==> src/rtl/physic_block_control_param.sv <==
// SD CMD-line physical-block controller: load/send, response wait with timeout, short/long capture.
// Optional build macro CMD_RETRY_EN re-sends the latched command up to MAX_RETRIES times on timeout.
module physic_block_control_param #(
   parameter int unsigned CMD_WIDTH      = 48,
   parameter int unsigned RESP_WIDTH     = 136,
   parameter int unsigned TIMEOUT_CYCLES = 64,
   parameter int unsigned MAX_RETRIES    = 2
) (
   input  logic                  iClock_SD,
   input  logic                  iReset,
   input  logic                  iStrobe_in,
   input  logic [CMD_WIDTH-1:0]  iCommand_from_CC,
   input  logic                  iNo_response,
   input  logic                  iLong_response,
   input  logic                  iTransmission_complete,
   input  logic                  iReception_complete,
   input  logic [RESP_WIDTH-1:0] iPad_response,
   input  logic                  iAck_in,
   input  logic                  iIdle_in,
   output logic [CMD_WIDTH-1:0]  oCommand_to_PTS,
   output logic                  oReset_wrapper,
   output logic                  oEnable_PTS_wrapper,
   output logic                  oEnable_STP_wrapper,
   output logic                  oPad_enable,
   output logic                  oPad_stable,
   output logic                  oLoad_send,
   output logic                  oStrobe_out,
   output logic                  oCommand_timeout,
   output logic [RESP_WIDTH-1:0] oResponse,
   output logic                  oAck_out
);

   localparam int unsigned TIMER_WIDTH = $clog2(TIMEOUT_CYCLES + 1);
   localparam logic [TIMER_WIDTH-1:0] TIMER_LAST = TIMER_WIDTH'(TIMEOUT_CYCLES - 1);
   localparam logic [TIMER_WIDTH-1:0] TIMER_MAX  = TIMER_WIDTH'(TIMEOUT_CYCLES);

   if (RESP_WIDTH < CMD_WIDTH || TIMEOUT_CYCLES < 2 || MAX_RETRIES > 255) begin : g_param_check
      $error("physic_block_control_param: illegal parameter combination");
   end

   typedef enum logic [2:0] {
      StReset,
      StIdle,
      StLoad,
      StSend,
      StWait,
      StDone,
      StAck
   } state_t;

   state_t                  state_q, state_d;
   logic [TIMER_WIDTH-1:0]  timer_q, timer_d;
   logic [CMD_WIDTH-1:0]    cmd_q, cmd_d;
   logic                    no_resp_q, no_resp_d;
   logic                    long_resp_q, long_resp_d;
   logic                    timeout_q, timeout_d;
   logic [RESP_WIDTH-1:0]   response_q, response_d;
   logic                    wrapper_rst_q, wrapper_rst_d;
   logic                    pts_en_q, pts_en_d;
   logic                    stp_en_q, stp_en_d;
   logic                    pad_en_q, pad_en_d;
   logic                    pad_stable_q, pad_stable_d;
   logic                    load_q, load_d;
   logic                    strobe_q, strobe_d;
   logic                    ack_q, ack_d;

`ifdef CMD_RETRY_EN
   localparam int unsigned RETRY_WIDTH = (MAX_RETRIES > 0) ? $clog2(MAX_RETRIES + 1) : 1;
   localparam logic [RETRY_WIDTH-1:0] RETRY_LIMIT = RETRY_WIDTH'(MAX_RETRIES);

   logic [RETRY_WIDTH-1:0]  retry_q, retry_d;

   always_ff @(posedge iClock_SD or posedge iReset) begin
      if (iReset) begin
         retry_q <= '0;
      end else begin
         retry_q <= retry_d;
      end
   end
`endif

   always_ff @(posedge iClock_SD or posedge iReset) begin
      if (iReset) begin
         state_q       <= StReset;
         timer_q       <= '0;
         cmd_q         <= '0;
         no_resp_q     <= 1'b0;
         long_resp_q   <= 1'b0;
         timeout_q     <= 1'b0;
         response_q    <= '0;
         wrapper_rst_q <= 1'b0;
         pts_en_q      <= 1'b0;
         stp_en_q      <= 1'b0;
         pad_en_q      <= 1'b0;
         pad_stable_q  <= 1'b0;
         load_q        <= 1'b0;
         strobe_q      <= 1'b0;
         ack_q         <= 1'b0;
      end else begin
         state_q       <= state_d;
         timer_q       <= timer_d;
         cmd_q         <= cmd_d;
         no_resp_q     <= no_resp_d;
         long_resp_q   <= long_resp_d;
         timeout_q     <= timeout_d;
         response_q    <= response_d;
         wrapper_rst_q <= wrapper_rst_d;
         pts_en_q      <= pts_en_d;
         stp_en_q      <= stp_en_d;
         pad_en_q      <= pad_en_d;
         pad_stable_q  <= pad_stable_d;
         load_q        <= load_d;
         strobe_q      <= strobe_d;
         ack_q         <= ack_d;
      end
   end

   always_comb begin
      state_d       = state_q;
      timer_d       = timer_q;
      cmd_d         = cmd_q;
      no_resp_d     = no_resp_q;
      long_resp_d   = long_resp_q;
      timeout_d     = timeout_q;
      response_d    = response_q;
      wrapper_rst_d = 1'b0;
`ifdef CMD_RETRY_EN
      retry_d       = retry_q;
`endif

      // Abort has priority over every state except the post-reset one.
      if (iIdle_in && state_q != StReset) begin
         state_d       = StIdle;
         wrapper_rst_d = 1'b1;
      end else begin
         unique case (state_q)
            StReset: begin
               state_d       = StIdle;
               wrapper_rst_d = 1'b1;
            end
            StIdle: begin
               if (iStrobe_in && !iAck_in) begin
                  cmd_d       = iCommand_from_CC;
                  no_resp_d   = iNo_response;
                  long_resp_d = iLong_response;
                  timeout_d   = 1'b0;
`ifdef CMD_RETRY_EN
                  retry_d     = '0;
`endif
                  state_d     = StLoad;
               end
            end
            StLoad: begin
               state_d = StSend;
            end
            StSend: begin
               if (iTransmission_complete) begin
                  if (no_resp_q) begin
                     state_d = StDone;
                  end else begin
                     timer_d = '0;
                     state_d = StWait;
                  end
               end
            end
            StWait: begin
               if (timer_q != TIMER_MAX) begin
                  timer_d = timer_q + TIMER_WIDTH'(1);
               end
               // Reception is tested first so it beats a simultaneous expiry.
               if (iReception_complete) begin
                  if (long_resp_q) begin
                     response_d = iPad_response;
                  end else begin
                     response_d = {{(RESP_WIDTH - CMD_WIDTH){1'b0}}, iPad_response[CMD_WIDTH-1:0]};
                  end
                  state_d = StDone;
               end else if (timer_q == TIMER_LAST) begin
`ifdef CMD_RETRY_EN
                  if (retry_q < RETRY_LIMIT) begin
                     retry_d       = retry_q + RETRY_WIDTH'(1);
                     wrapper_rst_d = 1'b1;
                     state_d       = StLoad;
                  end else begin
                     timeout_d = 1'b1;
                     state_d   = StDone;
                  end
`else
                  timeout_d = 1'b1;
                  state_d   = StDone;
`endif
               end
            end
            StDone: begin
               if (iAck_in) begin
                  state_d = StAck;
               end
            end
            StAck: begin
               state_d = StIdle;
            end
            default: begin
               state_d = StIdle;
            end
         endcase
      end

      // Outputs are registered, decoded from the state being entered.
      load_d        = (state_d == StLoad);
      pad_en_d      = (state_d == StLoad) || (state_d == StSend);
      pts_en_d      = (state_d == StLoad) || (state_d == StSend);
      pad_stable_d  = (state_d == StWait);
      stp_en_d      = (state_d == StWait);
      strobe_d      = (state_d == StDone);
      ack_d         = (state_d == StAck);
      wrapper_rst_d = wrapper_rst_d || ack_d;
   end

   assign oCommand_to_PTS     = cmd_q;
   assign oReset_wrapper      = wrapper_rst_q;
   assign oEnable_PTS_wrapper = pts_en_q;
   assign oEnable_STP_wrapper = stp_en_q;
   assign oPad_enable         = pad_en_q;
   assign oPad_stable         = pad_stable_q;
   assign oLoad_send          = load_q;
   assign oStrobe_out         = strobe_q;
   assign oCommand_timeout    = timeout_q;
   assign oResponse           = response_q;
   assign oAck_out            = ack_q;

endmodule

==> config.mk <==
export PLATFORM = sky130hd
export DESIGN_NAME = physic_block_control_param
export DESIGN_NICKNAME = d
export VERILOG_FILES = /design/src/rtl/physic_block_control_param.sv
export SDC_FILE = /design/constraint.sdc
export NUM_CORES = 1
export LEC_CHECK = 0
export BUFFER_PORTS_ARGS = -buffer_cell sky130_fd_sc_hd__buf_4
export CORE_AREA = 5 5 149 151
export DETAILED_ROUTE_END_ITERATION = 8
export DIE_AREA = 0 0 154 156
export MAX_ROUTING_LAYER = met4
export PLACE_DENSITY = 0.69
export SLEW_MARGIN = 20
export SYNTH_ARGS = -nofsm -noshare
export SYNTH_HDL_FRONTEND = slang
export SYNTH_SLANG_ARGS = --single-unit
==> constraint.sdc <==
create_clock -name iClock_SD -period 14.35 [get_ports iClock_SD]
set_input_delay 0.7175 -clock iClock_SD [delete_from_list [all_inputs] [get_ports iClock_SD]]
set_output_delay 0.7175 -clock iClock_SD [all_outputs]
set_load 0.03 [all_outputs]
==> results of run 1 <==
## area by class of cell
type	instances	area, um2	share of cell area [%]
Inverter	7	33.8	0.285
Tap cell	275	344	2.90
Multi-Input combinational cell	425	2670	22.5
Sequential cell	203	5080	42.8
Clock inverter	8	168	1.41
Timing Repair Buffer	389	2920	24.6
Clock buffer	31	656	5.52
## worst max path at each step
stage / from / end / cells past startpoint
finish: state_q[2]$_DFF_PP0_ / oResponse[25]$_DFFE_PP0P_ / 4
global route: state_q[2]$_DFF_PP0_ / oResponse[29]$_DFFE_PP0P_ / 4
CTS: state_q[2]$_DFF_PP0_ / oResponse[34]$_DFFE_PP0P_ / 4
detailed placement: iIdle_in / oResponse[25]$_DFFE_PP0P_ / 5
global placement: iIdle_in / oResponse[28]$_DFFE_PP0P_ / 5
floorplan: iReset / long_resp_q$_DFFE_PP0P_ / 1
## logic make-up (layout without fill, tap and decap cells)
family          count (synthesis)  count (layout)  synth area share, %
simple gates                  215             215                 11.3
flops                         203             203                 63.6
compound gates                105             105                 7.08
mux                            99              99                 14.0
buf+inv                        52             435                 3.34
xor+xnor                        4               4                0.438
fa+ha+maj                       2               2                0.313
## report_power, final
part | switching (W) | internal (W) | total [W]
Combinational | 0.000266 | 0.000187 | 0.000453
Clock | 0.000223 | 0.000407 | 0.000631
Sequential | 0.0000501 | 0.000649 | 0.000699
Total | 0.000540 | 0.00124 | 0.00178
## through the flow
step / setup slack, ns / instances / hold WS (ns) / total power, W / utilization, %
2_1_floorplan: 8.09 / 680 / 0.505 / 0.000965 / -
3_3_place_gp: 11.26 / 1299 / 0.463 / 0.00116 / 53.4
3_5_place_dp: 11.22 / 1299 / 0.471 / 0.00117 / 53.4
4_1_cts: 11.38 / 1338 / 0.408 / 0.00181 / 57.4
5_1_grt: 11.14 / 1338 / 0.408 / 0.00187 / 57.4
6_report: 11.35 / 1338 / 0.424 / 0.00178 / 57.4
## per-layer routing
| layer | GRT usage, % | part of all wire [%] | wire length (um) |
|---|---|---|---|
| met5 | - | 0 | 0 |
| met4 | 6.01 | 2.8 | 642 |
| met3 | 4.30 | 7.4 | 1710 |
| met2 | 31.3 | 50 | 11500 |
| met1 | 22.9 | 40 | 9270 |
## cell usage in the layout (no fill, tap or decap), types with 2 or more instances in the layout
cell type  synthesis  routed
buf_4              2     389
dfrtp_1          203     202
nand2_1          180     180
o21ai_0           89      89
mux2_1            53      53
mux2_2            46      46
clkbuf_16          0      23
nor2_1            10      10
inv_1              7       6
clkbuf_8           0       5
bufinv_16          0       5
and3_1             4       4
xor2_1             4       4
nand2b_1           3       3
o21a_1             3       3
nand4_1            3       3
clkbuf_1          22       3
nand3_1            2       2
a21oi_1            2       2
nand3b_1           2       2
a31oi_1            2       2
a211oi_1           2       2
nor3_1             2       2
ha_1               2       2
clkinv_2           0       2
## sequential cells by signal, summed over array words and instances, names as in the netlist
name	flops
oCommand_timeout	1
oCommand_to_PTS	48
oPad_stable	1
timer_q	7
oPad_enable	1
no_resp_q	1
oResponse	136
state_q	3
long_resp_q	1
oLoad_send	1
oReset_wrapper	1
oAck_out	1
oStrobe_out	1
==> results.cfg, run 1 <==
[global_route]
grt_max_degree = 135
grt_use_total_pct = 18.8
grt_pass1_vias = 6297
antenna_found_initial = 0
grt_pass1_wl_um = 35300
grt-ovfl-total = 0

[floorplan]
ioPinCount = 386
fp.dieArea_mm2 = 0.0240
design.core.area_mm2 = 0.0207
die_height_um = 156
rows = 53
die_w_um = 154
start_util_pct = 38.6

[worst_setup_path]
critPathKind = register to register
crit_slowest_cell = dfrtp_1
path_delay_family = simple AND/OR/NAND/NOR gates
required_ns = 14.72
path_max_fanout = 124
critPathLaunchType = register
path_buf_inv = 1
critPathMaxStageDelay_ns = 0.66
path_cells = nor4b_4, nand2_8, buf_4, mux2_1
arrival_ns = 3.37
reg2regPathDepth = 4
endpoint_kind = register
r2r_end = oResponse[25]$_DFFE_PP0P_
r2r-start = state_q[2]$_DFF_PP0_
r2r_slack_ns = 11.35

[sta]
skew_ns = 0.0105
fin_setup_tns_ns = 0
rsz0062_at_grt = false
max_slew_margin_pct = 37.8
tightest_slew_ns = 0.933
slew_viol_final = 0
setup_viol = 0
period_minus_slack_ns = 3.00
max_freq_ghz = 0.334
min_period_over_period_pct = 20.9
hold_violations = 0

[clock_network]
numCtsBuffers = 22
ctsHoldBuffers = 0
cts.path.max_buffers = 3
cts_root_buf = clkbuf_16
cts_tree = built
cts_resized = 0
cts_num_sinks = 203
cts_setup_buffers = 0
cts_max_level = 1
clkLatencyLatePin_ns = 0.49
clk_pin_slew_worst_paths_ns = 0.06

[yosys]
yosysMostFrequentCell = dfrtp_1
yosysTopAreaCell = dfrtp_1
dominantRegCellSynth = dfrtp_1
yosys-top-cells-area = dfrtp_1 64%, nand2_1 8.5%, mux2_1 7.5%
synth.top_cell.area_share_pct = 63.6
ys_types = 38
synth_nets = 875
async_flop_share_pct = 100
postSynthCellCount = 680
yosys_warnings = 0
synth_seq_area_share_pct = 63.6
synthesis.area_mm2 = 0.00799
ys_top_cells_by_count = 203 x dfrtp_1, 180 x nand2_1, 89 x o21ai_0
synth_edf_count = 0
avgSynthCellArea_um2 = 11.8
ys_ff_latch = 203

[layout]
fill_cells = 1769
syn_to_final_growth_pct = 48.5
final_area_mm2 = 0.0119
diodes = 0
final_nets = 1243
post_route_cells_drive_above_1_share_pct = 45.0

[run_status]
outcome = finished clean

[drt]
dr.pass1.iters = 4
viasPerCell = 4.72
drt-wirelength-per-cell_um = 17.3
wl_um = 23100
drt.antenna.violating_nets = 0
dr_total_vias = 6312
drc = 0
first_iter_violations = 347

[placed_design]
hpwl_um = 17100
port_buffers = 385
gp_congestion = 0.856
dpl_cell_area_mm2 = 0.0110

[power_and_ir_drop]
max-vdd-ir-drop_uv = 154
leakage_nw = 6.13
power.density_mw_per_mm2 = 150

[run]
cap_violations = 0

[worst_hold_path]
holdCritPathClass = input pin to asynchronous set/reset pin
Note: power is estimated with default switching activity, not from simulation.
==> run 2, diff against run 1 <==
CORE_AREA = 5 5 146 148   (was 5 5 149 151)
DIE_AREA = 0 0 151 153   (was 0 0 154 156)
PLACE_DENSITY = 0.72   (was 0.69)
clock period = 3.01 ns   (was 14.35 ns; I/O delays follow)
==> run 2 against run 1 <==
Sequential power grew to 4.8 times the previous value. Non-clock buffer count is 190 higher. Total power grew to 4.7 times the previous value. Global-route usage is 4.9 points higher. Hold slack worse by 0.31 ns. Final cell count is 14% higher. Sequential share of layout area is 5.7 points lower. Count of clock-buffer cells in the layout is 4 lower. Register-to-register slack worse by 11 ns. Critical path type unchanged. Combinational power grew to 5.4 times the previous value.
==> results.cfg, run 2 (synthesized netlist as in run 1, its figures left out) <==
[sta]
max_freq_ghz = 0.394
skew_ns = 0.00650
min_period_over_period_pct = 84.3
period_minus_slack_ns = 2.54
rsz0062_at_grt = false
slew_viol_final = 0
tightest_slew_ns = 1.02
max_slew_margin_pct = 32.1
fin_setup_tns_ns = 0
hold_violations = 0
setup_viol = 0

[worst_setup_path]
arrival_ns = 2.91
crit_slowest_cell = dfrtp_1
r2r_end = oResponse[3]$_DFFE_PP0P_
crit_path_start = state_q[2]$_DFF_PP0_
path_max_fanout = 224
required_ns = 3.38
critPathKind = register to register
critPathLaunchType = register
endpoint_kind = register
r2r-start = state_q[2]$_DFF_PP0_
path_cells = nor4b_4, nand2_8, buf_12, mux2_1
critPathMaxStageDelay_ns = 0.67
r2r_slack_ns = 0.47
reg2regPathDepth = 4
cp-endpoint = oResponse[3]$_DFFE_PP0P_

[clock_network]
clk_pin_slew_worst_paths_ns = 0.06
cts_num_sinks = 203
cts_setup_buffers = 0
cts.path.max_buffers = 3
clkLatencyLatePin_ns = 0.50
cts_tree = built
cts_max_level = 1
numCtsBuffers = 23
cts_root_buf = clkbuf_16

[power_and_ir_drop]
power_frac_clock_pct = 31.5
switching_share_pct = 32.5
seqPwrFrac_pct = 39.7
leakage_nw = 6.89
intPower_w = 0.00571
p_total_w = 0.00846
power.density_mw_per_mm2 = 618
switchingPower_w = 0.00275
max-vdd-ir-drop_uv = 456
pwr-share-comb_pct = 28.8

[drt]
dr.pass1.iters = 4
first_iter_violations = 357
viasPerCell = 4.80
drt-wirelength-per-cell_um = 18.4
wl_um = 28000
drt.antenna.violating_nets = 0
dr_total_vias = 7303
drc = 0

[layout]
fill_cells = 1395
syn_to_final_growth_pct = 71.4
final_nets = 1434
largest_reg_flops = 136
layout_common_cells = 387 x buf_4, 202 x dfrtp_1, 188 x dlygate4sd3_1
post_route_cells_drive_above_1_share_pct = 38.4
layout_commonest_cell = buf_4

[floorplan]
die_w_um = 151
fp.dieArea_mm2 = 0.0231
die_height_um = 153
design.core.area_mm2 = 0.0199
start_util_pct = 40.1
rows = 52
ioPinCount = 386

[run_status]
outcome = finished clean

[placed_design]
hpwl_um = 16600
port_buffers = 385
gp_congestion = 0.853

[run]
cap_violations = 0

[global_route]
antenna_found_initial = 1
grt_use_total_pct = 23.7
grt-ovfl-total = 0
grt_pass1_vias = 7638
grt_max_degree = 225
grt_pass1_wl_um = 42300

[worst_hold_path]
holdCritPathClass = input pin to register
-- run 2: cell types whose count changed in the layout (fill, tap and decap cells not counted), sizes merged --
cell         before  now
clkinv            2    5
dlygate4sd3       0  188
buf             389  391
clkbuf           31   27
clkinvlp          1    3
inv               7    8
bufinv            5    1
diode             0    1
-- run 2: metrics by stage --
stage | utilization [%] | cell area (um2) | setup WS, ns | hold slack, ns | cells
finish | 68.8 | 13700 | 0.473 | 0.112 | 1522
global route | 68.8 | 13700 | 0.455 | 0.116 | 1522
CTS | 68.8 | 13700 | 0.738 | 0.0868 | 1521
detailed placement | 55.8 | 11100 | 0.751 | 0.185 | 1296
global placement | 55.8 | 11100 | 0.809 | 0.178 | 1296
floorplan | - | 7990 | 0.229 | 0.282 | 680
-- run 2: final cells by class --
cell class / instances / area [um2] / area share [%]
diodes: 1 / 2.50 / 0.0183
clock buffers: 27 / 621 / 4.53
clock inverters: 10 / 87.6 / 0.640
inverters: 7 / 30.0 / 0.219
multi-input cells: 425 / 2670 / 19.5
flip-flops and latches: 203 / 5080 / 37.1
well taps: 270 / 338 / 2.47
repair buffers: 579 / 4870 / 35.5
-- run 2: what timing repair did --
item                                   4_1_cts  5_1_grt
gates resized for setup                      0        0
endpoints found under the hold margin      203        0
hold buffers                               188        0
-- run 2: how the worst min path moves through the flow --
stage / slack (ns) / end / start / cells past startpoint
2_1_floorplan: 0.28 / oResponse[38]$_DFFE_PP0P_ / iPad_response[38] / 1
3_3_place_gp: 0.18 / oResponse[17]$_DFFE_PP0P_ / iReset / 2
3_5_place_dp: 0.19 / oResponse[17]$_DFFE_PP0P_ / iReset / 2
4_1_cts: 0.09 / oPad_enable$_DFF_PP0_ / iTransmission_complete / 4
5_1_grt: 0.12 / oCommand_timeout$_DFFE_PP0P_ / iReception_complete / 4
6_report: 0.11 / oCommand_timeout$_DFFE_PP0P_ / iReception_complete / 4
-- run 2: worst max-delay path, delay by kind of cell (launching register included) --
family | cells | cell delay, ns
buf+inv | 1 | 0.24
flops | 1 | 0.67
simple gates | 2 | 0.66
mux | 1 | 0.56
-- run 2: routing by layer --
metal  track usage, %  routed length, um  part of all wire (%)  vias to the layer above
li1                 -                  -                     -                     3402
met1             26.8              10500                    37                     3502
met2             40.0              14200                    51                      316
met3             5.15               1980                   7.1                       83
met4             10.9               1410                   5.0                        0
met5                -                  0                     0                        -
-- run 2: power groups by stage --
stage	registers (W)	clock network, W	logic [W]
3_5_place_dp	0.00339	0	0.00220
4_1_cts	0.00335	0.00271	0.00241
5_1_grt	0.00341	0.00285	0.00257
6_report	0.00336	0.00267	0.00243
3_3_place_gp	0.00337	0	0.00217
2_1_floorplan	0.00401	0	0.000591
